===== src/rtl/fifo_wr_arbiter.sv =====
// Round-robin write-port arbiter and occupancy guard for a shared FIFO.
// Grants one producer per cycle while not full, and gates reads while empty.
module fifo_wr_arbiter #(
  parameter int NUM_REQ = 4,
  parameter int DATA_W  = 8,
  parameter int DEPTH   = 256,
  parameter int CNT_W   = $clog2(DEPTH + 1)
) (
  input  logic                      clk,
  input  logic                      rst_n,
  input  logic [NUM_REQ-1:0]        req_valid,
  input  logic [NUM_REQ*DATA_W-1:0] req_data,
  output logic [NUM_REQ-1:0]        req_ready,
  output logic [DATA_W-1:0]         fifo_data_in,
  output logic                      fifo_write_en,
  input  logic                      rd_req,
  output logic                      fifo_read_en,
  output logic                      rd_valid,
  output logic                      rd_err,
  output logic [CNT_W-1:0]          count,
  output logic                      full,
  output logic                      empty
);

  localparam int IDX_W = $clog2(NUM_REQ);

  logic [IDX_W-1:0] last_grant;
  logic [IDX_W-1:0] grant_idx;
  logic [IDX_W-1:0] sel_idx;
  logic             found;

  assign full  = (count == CNT_W'(DEPTH));
  assign empty = (count == '0);

  // Search starts just after the last served producer; rst_n gating keeps
  // every strobe low while reset is held, independent of the flops.
  always_comb begin
    req_ready    = '0;
    fifo_data_in = '0;
    grant_idx    = '0;
    sel_idx      = '0;
    found        = 1'b0;
    for (int k = 1; k <= NUM_REQ; k++) begin
      sel_idx = IDX_W'((int'(last_grant) + k) % NUM_REQ);
      if (!found && !full && rst_n && req_valid[sel_idx]) begin
        found              = 1'b1;
        grant_idx          = sel_idx;
        req_ready[sel_idx] = 1'b1;
        fifo_data_in       = req_data[sel_idx*DATA_W +: DATA_W];
      end
    end
  end

  assign fifo_write_en = found;
  assign fifo_read_en  = rd_req & ~empty & rst_n;

  always_ff @(posedge clk or negedge rst_n) begin
    if (!rst_n) begin
      count      <= '0;
      last_grant <= IDX_W'(NUM_REQ - 1);
      rd_valid   <= 1'b0;
      rd_err     <= 1'b0;
    end else begin
      count    <= count + CNT_W'(fifo_write_en) - CNT_W'(fifo_read_en);
      rd_valid <= fifo_read_en;
      rd_err   <= rd_req & empty;
      if (fifo_write_en) begin
        last_grant <= grant_idx;
      end
    end
  end

endmodule

===== config.mk =====
export PLATFORM = sky130hd
export DESIGN_NAME = fifo_wr_arbiter
export DESIGN_NICKNAME = d
export VERILOG_FILES = /design/src/rtl/fifo_wr_arbiter.sv
export SDC_FILE = /design/constraint.sdc
export NUM_CORES = 1
export LEC_CHECK = 0
export CORE_MARGIN = 4
export CORE_UTILIZATION = 30
export DETAILED_ROUTE_END_ITERATION = 10
export PLACE_DENSITY = 0.66
export SETUP_SLACK_MARGIN = 0.1
export SYNTH_ARGS = -nofsm -noshare
export SYNTH_HDL_FRONTEND = slang
export SYNTH_SLANG_ARGS = --single-unit

===== constraint.sdc =====
create_clock -name clk -period 2.75 [get_ports clk]
set_clock_uncertainty 0.15 [all_clocks]
set_input_delay 0.275 -clock clk [delete_from_list [all_inputs] [get_ports clk]]
set_output_delay 0.275 -clock clk [all_outputs]
set_load 0.03 [all_outputs]

* Word-level counts from Yosys, hierarchy flattened
Index checks and enable logic that the tools add are counted.
** Word-level totals
- Register bits :: 13
- Input port bits :: 39
- Output and inout bits :: 27
- Word-level logic and storage cells :: 82
** Operators by class
- Add/sub/neg operators :: 6
- Order comparisons :: 8
- Eq/ne operators :: 1
- Shift-type cells :: 4
- Muxes and demuxes :: 32
- Bitwise gates (word level) :: 7
- Reduce and logical (&&, ||, !) cells :: 20
** Operator list (count)
- $shiftx 32x6->8 :: 4
- $mux 8 :: 4
- $mux 4 :: 4
- $logic_and 1x1->1 :: 15
- $lt 2x3->1 const B :: 4
- $mux 1 :: 12
- $or 4x4->4 :: 3
- $add 9x1->9 :: 1
- $eq 9x9->1 const B :: 1
- $logic_not 9->1 :: 1
- $sub 9x1->9 :: 1
- $bmux 1 s2 :: 4
- $demux 1 s2 :: 4
- $ge 2x1->1 const B :: 4
- $mux 2 :: 4
- $add 2x1->2 const B :: 2
- $add 2x2->2 const B :: 2
- $logic_not 1->1 :: 4
- $and 1x1->1 :: 3
- $not 1->1 :: 1

* Depth between registers and ports, before layout
Gate-level depths: netlist of run 1.
- Depth in word-level cells :: 22
- Gate-level depth with buffers :: 15
- Depth with buffers taken out :: 15

* Worst setup path before layout of run 1
No wires, ideal clock.
- Path kind :: flip-flop to flip-flop
- Start :: register count[2]
- End :: register count[8]
- Setup time :: 0.124 ns
- Arrival time :: 3.966 ns
- Required time :: 2.476 ns
- Slack :: -1.490 ns
- Stages on the path, launching flop included :: 16
- Path buffers :: 0
- Period minus slack after synthesis :: 4.240 ns
- Cell sequence :: dfrtp_1 inv_1 ha_1 nand2_1 nor4_1 nor2_1 ha_1 inv_1 ha_1 inv_1 fa_1 nor2b_1 o21a_1 o31ai_1 a21oi_1 xnor2_1
** Between the ends
- Elaborated cells on any way between the ends :: 26
- Classes of those cells :: add/sub (2); eq/ne (1); mux (4); bitwise (3); reduce/logical (16)
** RTL lines
- from (decl) :: line 20 : output logic [CNT_W-1:0] count,
- from (signal assigned) :: line 64 : count <= count + CNT_W'(fifo_write_en) - CNT_W'(fifo_read_en);
- $logic_not 9->1 :: line 33 : assign empty = (count == '0);
- named net empty :: line 22 : output logic empty
- $not 1->1 :: line 55 : assign fifo_read_en = rd_req & ~empty & rst_n;
- $and 1x1->1 (2 in series) :: line 55
- named net fifo_read_en :: line 17 : output logic fifo_read_en,
- $sub 9x1->9 :: line 64
The timed path passes the listed nets, and every way through them passes these cells.
A chain may end at the register's enable or synchronous reset.

* Final worst setup path of run 1
- Start :: register last_grant[0]
- End :: output port req_ready[0]
** Between the ends
- Longest elaborated chain between the ends :: 20
- Elaborated cells on any way between the ends :: 55
- Classes of those cells :: add/sub (4); order compare (8); mux (23); bitwise (3); reduce/logical (17)
** RTL lines
- from (decl) :: line 27 : logic [IDX_W-1:0] last_grant;
- from (signal assigned) :: line 60 : last_grant <= IDX_W'(NUM_REQ - 1);
- from (signal assigned) :: line 68 : last_grant <= grant_idx;
- $add 2x1->2 :: line 44 : sel_idx = IDX_W'((int'(last_grant) + k) % NUM_REQ);
- $bmux 1 s2 :: line 45 : if (!found && !full && rst_n && req_valid[sel_idx]) begin
- $mux 1 (not written as such) :: line 45
- $logic_and 1x1->1 :: line 45
- $mux 1 :: line 45
- $logic_not 1->1 :: line 45
- $logic_and 1x1->1 (3 in series) :: line 45
- $mux 1 :: line 45
- $logic_not 1->1 :: line 45
- $logic_and 1x1->1 (3 in series) :: line 45
- $mux 1 :: line 45
- $logic_not 1->1 :: line 45
- $logic_and 1x1->1 (3 in series) :: line 45
- $mux 4 * :: line 45
- to (decl) :: line 13 : output logic [NUM_REQ-1:0] req_ready,
Mark *: on every way between the ends. The rest lies on a longest branch, timed or not. The select of a mux whose other input is x is not followed.

==> results of run 1 <==
==> worst max-delay path: stages (launching register included) <==
cell	delay, ns
dfstp_2	0.60
inv_6	0.04
ha_4	0.29
mux4_2	0.60
buf_6	0.16
a22oi_2	0.14
nor2_1	0.06
a221o_2	0.30
buf_6	0.14
==> Yosys cell counts (2+ instances only) <==
master | instances | area (sq um)
nor2_1 | 36 | 135
nand2_1 | 21 | 78.8
a21oi_1 | 20 | 100
ha_1 | 20 | 250
inv_1 | 18 | 67.6
mux4_2 | 18 | 405
dfrtp_1 | 11 | 275
a211o_1 | 8 | 70.1
clkbuf_1 | 8 | 30.0
mux2_2 | 8 | 90.1
mux2i_1 | 8 | 80.1
o211ai_1 | 8 | 60.1
xnor2_1 | 5 | 43.8
a221o_1 | 4 | 40.0
a22oi_1 | 4 | 30.0
nor2b_1 | 4 | 25.0
xor2_1 | 4 | 35.0
buf_2 | 3 | 15.0
buf_6 | 3 | 33.8
nor4_1 | 3 | 18.8
and2_1 | 2 | 12.5
buf_4 | 2 | 15.0
dfstp_2 | 2 | 52.6
nand4b_1 | 2 | 17.5
o21ai_0 | 2 | 10.0
o31ai_1 | 2 | 15.0
==> power breakdown <==
group | leakage, uW | internal (uW) | total, uW | switching, uW
clock network | 0.0000228 | 102 | 171 | 68.2
registers | 0.000146 | 321 | 417 | 96.6
logic | 0.00138 | 2110 | 4310 | 2210
==> sequential cells by signal, indices dropped and copies added (netlist names) <==
name	cells
count	9
rd_valid	1
rd_err	1
last_grant	2
==> logic make-up after synthesis <==
family	count (synthesis)	share of synthesized area, %
buf+inv	35	7.49
flops	13	14.9
simple gates	76	15.7
fa+ha+maj	21	12.3
mux	34	26.1
compound gates	60	20.0
xor+xnor	9	3.58
==> layout make-up <==
class,count,share of cell area (%)
clock buffers,4,1.25
inverters,18,2.15
multi-input cells,201,54.5
flip-flops and latches,13,9.32
well taps,96,3.33
repair buffers,112,29.5
==> worst paths after layout <==
kind | start | end
min in group clk | rd_req | rd_err
max | last_grant[0] | req_ready[0]
min reg2reg | last_grant[0] | last_grant[0]
max reg2reg | count[4] | count[6]
min | rst_n | count[1]
max in group asynchronous | rst_n | last_grant[0]
==> through the flow <==
step                      instances  power, uW  setup TNS [ns]
after floorplan                 248       3150           -1.35
after global placement          429       4080          -0.364
after detailed placement        429       4160          -0.802
after CTS                       440       4680           -2.81
after global routing            444       5310           -4.46
final                           444       4900           -2.56
==> repair_timing <==
| action | CTS | global route |
|---|---|---|
| endpoints found under the setup margin | 15 | 18 |
| pin swaps | 13 | 11 |
| setup buffers | 6 | 4 |
| resized for setup | 24 | 24 |
| gates cloned | 1 | 0 |
==> routing by layer <==
| metal | routed length, um | global-route usage (%) | vias to the layer above |
|---|---|---|---|
| met5 | 0 | 0 | - |
| met4 | 91 | 3.49 | 0 |
| met3 | 241 | 1.36 | 8 |
| met2 | 3260 | 24.9 | 52 |
| met1 | 2910 | 20.6 | 1134 |
| li1 | - | - | 1125 |
==> flow_summary.yaml, run 1 <==
job:
  drv_cap: 0
clock_tree:
  clkLatencyLatePin_ns: 0.24
  cts_hold_buf: 0
  cts_max_level: 1
  cts_made_buffers: 3
  cts_tree: "done"
  cts.sinks: 13
  cts-root-buf: "clkbuf_8"
  cts.path.max_buffers: 2
  cts.clk_slew.worst_paths_ns: 0.06
outcome:
  status: "finished with violations"
  violations: "negative setup slack"
sta:
  tightest_slew_ns: 0.399
  maxSlewHeadroom_pct: 73.3
  fin_crit_ns: 3.01
  finalCritPeriodShare_pct: 110
  worst_slack_ns: -0.262
  report.final.slew_viol_count: 0
  max_freq_mhz: 332
  hold_slack_ns: 0.261
  grt_setup_unrepaired: "yes"
  hold_violations: 0
  setup_violations: 13
critical_path:
  arrival_ns: 2.59
  crit_fanout: 5
  worstSetupEndpointType: "output pin"
  crit_type: "flip-flop to output pin"
  rr_worst_depth: 15
  crit_required_ns: 2.33
  cp-start-kind: "flip-flop"
  r2r_setup_slack_ns: -0.02
synthesis:
  syn-num-nets: 308
  syn_area_sq_mm: 0.00220
  yosys_warnings: 0
  ys_async_sr_fraction_pct: 100
  yosysSeqAreaShare_pct: 14.9
  post_synth_inst_count: 248
  ys.flop_type: "dfrtp_1"
  synth-edff-count: 0
  syn_area_per_cell_sq_um: 8.88
  ys_ff_latch: 13
  synth_cell_types: 48
route:
  final_antenna_net_count: 0
  drc: 0
  routedWlPerCell_um: 14.6
  vias_per_cell: 5.22
  wl_mm: 6.49
  dr.first_iter.drc_count: 101
  route.vias.total: 2319
  drt_first_pass_iters: 4
global_route:
  grt_remaining_overflow: 0
  grt_pass1_vias: 2319
  grt_pass1_wl_mm: 10.8
  grt_max_degree: 37
  grtUsageTotal_pct: 14.9
  grt_antenna_before_repair: 0
power_and_ir_drop:
  p_per_area_mw_per_mm2: 1360
  irDropWorstVdd_mv: 0.516
  leakagePower_uw: 0.00155
worst_hold_path:
  hold_path.class: "primary input to asynchronous set/reset pin"
final_layout:
  fin_area_sq_mm: 0.00361
  nNetsFinal: 409
  multiInputGateArea_sq_mm: 0.00197
  final_util_pct: 51.7
  area_delta_synth_final_pct: 63.8
  diodes: 0
  drive_gt1_share_pct: 43.7
  final_common_cell: "clkdlybuf4s50_1"
  num-fill-cells: 645
  final_cell_mix: "clkdlybuf4s50_1, buf_4, nor2_1"
  regArea_sq_um: 337
floorplanning:
  num_rows: 30
  floorplan.initialDensity_pct: 31.6
  die_x_um: 93.7
  design.die.area_sq_mm: 0.00878
  pin_count: 66
  core_sq_mm: 0.00698
  die_y_um: 93.7
placed_design:
  routabilityCongestion: 0.793
  placed_area_sq_mm: 0.00328
  pre_cts_slack_ns: -0.0868
  dp_hpwl_mm: 4.85
  io_buffers: 65
Note: power is estimated with default switching activity, not from simulation.
==> run 2, diff against run 1 <==
- CAP_MARGIN: unset -> 40
- SKIP_LAST_GASP: unset -> 1
==> flow_summary.yaml, run 2 (synthesis results as in run 1) <==
final_layout:
  final_common_cell: "clkdlybuf4s50_1"
  final_util_pct: 51.9
  final_cell_mix: "clkdlybuf4s50_1, buf_4, nor2_1"
  fin_area_sq_mm: 0.00362
  top_regs: "count x9, last_grant x2"
  multiInputGateArea_sq_mm: 0.00196
  regArea_sq_um: 337
  nNetsFinal: 411
  diodes: 0
  drive_gt1_share_pct: 42.0
  top_register: "count"
  area_delta_synth_final_pct: 64.5
  largest_reg_flops: 9
  num-fill-cells: 642
critical_path:
  cp_slowest_stage_delay_ns: 0.60
  critical_path.slowest_cell: "dfstp_2"
  cp-start-kind: "flip-flop"
  r2r_setup_slack_ns: -0.01
  worstReg2RegEnd: "count[7]"
  crit_chain: "buf_12 -> mux4_2 -> or4_4 -> nor2_1 -> a211o_1 -> buf_4"
  worstSetupEndpointType: "output pin"
  worstReg2RegStart: "count[4]"
  cp_top_family: "simple AND/OR/NAND/NOR gates"
  rr_worst_depth: 14
  crit_buf_inv: 2
  crit_required_ns: 2.33
  crit_fanout: 5
  crit_type: "flip-flop to output pin"
  arrival_ns: 2.57
route:
  drt_first_pass_iters: 4
  routedWlPerCell_um: 15.4
  wl_mm: 6.89
  final_antenna_net_count: 0
  drc: 0
  vias_per_cell: 5.33
  dr.first_iter.drc_count: 65
  route.vias.total: 2376
power_and_ir_drop:
  pwr-share-comb_pct: 88.2
  leakagePower_uw: 0.00156
  p_per_area_mw_per_mm2: 1370
  p_seq_share_pct: 8.4
  p_switching_uw: 2420
  irDropWorstVdd_mv: 0.532
  p_sw_share_pct: 48.6
  clock_power_share_pct: 3.4
  power.internal_uw: 2550
global_route:
  grt_pass1_vias: 2296
  grt_use_met2_pct: 25.0
  grt_antenna_before_repair: 0
  busiest_layer: "met2"
  grt_pass1_wl_mm: 10.8
  use_met1_pct: 20.5
  grtUsageTotal_pct: 14.8
  use_met3_pct: 1.36
  grt_max_degree: 37
  grt_remaining_overflow: 0
floorplanning:
  core_sq_mm: 0.00698
  floorplan.initialDensity_pct: 31.6
  die_x_um: 93.7
  num_rows: 30
  pin_count: 66
  design.die.area_sq_mm: 0.00878
  die_y_um: 93.7
sta:
  max_freq_mhz: 334
  worst_slack_ns: -0.245
  grt_setup_unrepaired: "yes"
  finalCritPeriodShare_pct: 109
  hold_violations: 0
  report.final.slew_viol_count: 0
  setup_violations: 14
  fin_crit_ns: 2.99
  maxSlewHeadroom_pct: 73.7
  hold_slack_ns: 0.253
  tightest_slew_ns: 0.393
clock_tree:
  cts_max_level: 1
  cts-root-buf: "clkbuf_8"
  cts_made_buffers: 3
  clkLatencyLatePin_ns: 0.24
  cts_tree: "done"
  cts.sinks: 13
  cts.clk_slew.worst_paths_ns: 0.06
  cts.path.max_buffers: 2
placed_design:
  placed_area_sq_mm: 0.00328
  dp_hpwl_mm: 4.85
  io_buffers: 65
  routabilityCongestion: 0.793
outcome:
  status: "finished with violations"
  violations: "negative setup slack"
job:
  drv_cap: 0
worst_hold_path:
  hold_path.class: "primary input to asynchronous set/reset pin"
run 2: worst max path at each step:
stage,depth (start not counted),slack (ns),from,end
floorplan,15,-0.33,count[4],count[8]
global placement,6,-0.05,req_valid[2],req_ready[0]
detailed placement,6,-0.09,req_valid[2],req_ready[3]
CTS,8,-0.24,last_grant[0],fifo_data_in[7]
global route,7,-0.38,last_grant[0],req_ready[1]
finish,6,-0.24,last_grant[0],fifo_data_in[5]
run 2: worst reg2reg max path, stage by stage, from the launching register on:
cell and delay (ns):
dfrtp_2 0.40, inv_2 0.08, ha_4 0.15, nand2_4 0.05
nor4_4 0.28, nor2_4 0.07, ha_4 0.27, inv_2 0.03
ha_4 0.15, buf_6 0.10, a21o_1 0.20, a211oi_2 0.23
nor2_2 0.08, o41ai_2 0.23, xor2_1 0.18
run 2: what timing repair did:
action	in CTS	in global routing
gates resized for setup	15	25
buffers inserted	6	4
gates cloned	1	2
pin swaps	12	9
endpoints found under the setup margin	15	18
hold buffers	0	0
run 2: power groups by stage:
stage          logic, uW  clock network (uW)  registers [uW]
3_3_place_gp        3670                   0             410
5_1_grt             4740                 188             433
6_report            4380                 170             418
4_1_cts             4010                 180             417
3_5_place_dp        3750                   0             416
2_1_floorplan       2570                   0             583
run 2: through the flow:
| stage | setup TNS [ns] | std cells | power, uW | worst slack [ns] |
|---|---|---|---|---|
| 6_report | -2.67 | 446 | 4970 | -0.245 |
| 5_1_grt | -4.66 | 446 | 5360 | -0.376 |
| 4_1_cts | -2.93 | 440 | 4610 | -0.239 |
| 3_5_place_dp | -0.802 | 429 | 4160 | -0.0868 |
| 3_3_place_gp | -0.364 | 429 | 4080 | -0.0475 |
| 2_1_floorplan | -1.35 | 248 | 3150 | -0.332 |
run 2: final cells by class:
class,instances,area share [%]
Timing Repair Buffer,113,29.9
Clock buffer,4,1.24
Inverter,18,2.14
Sequential cell,13,9.29
Multi-Input combinational cell,202,54.1
Tap cell,96,3.31
run 2: metal layers:
| metal | wire length (um) | up-vias |
|---|---|---|
| li1 | - | 1130 |
| met1 | 3080 | 1175 |
| met2 | 3460 | 63 |
| met3 | 266 | 8 |
| met4 | 80 | 0 |
| met5 | 0 | - |
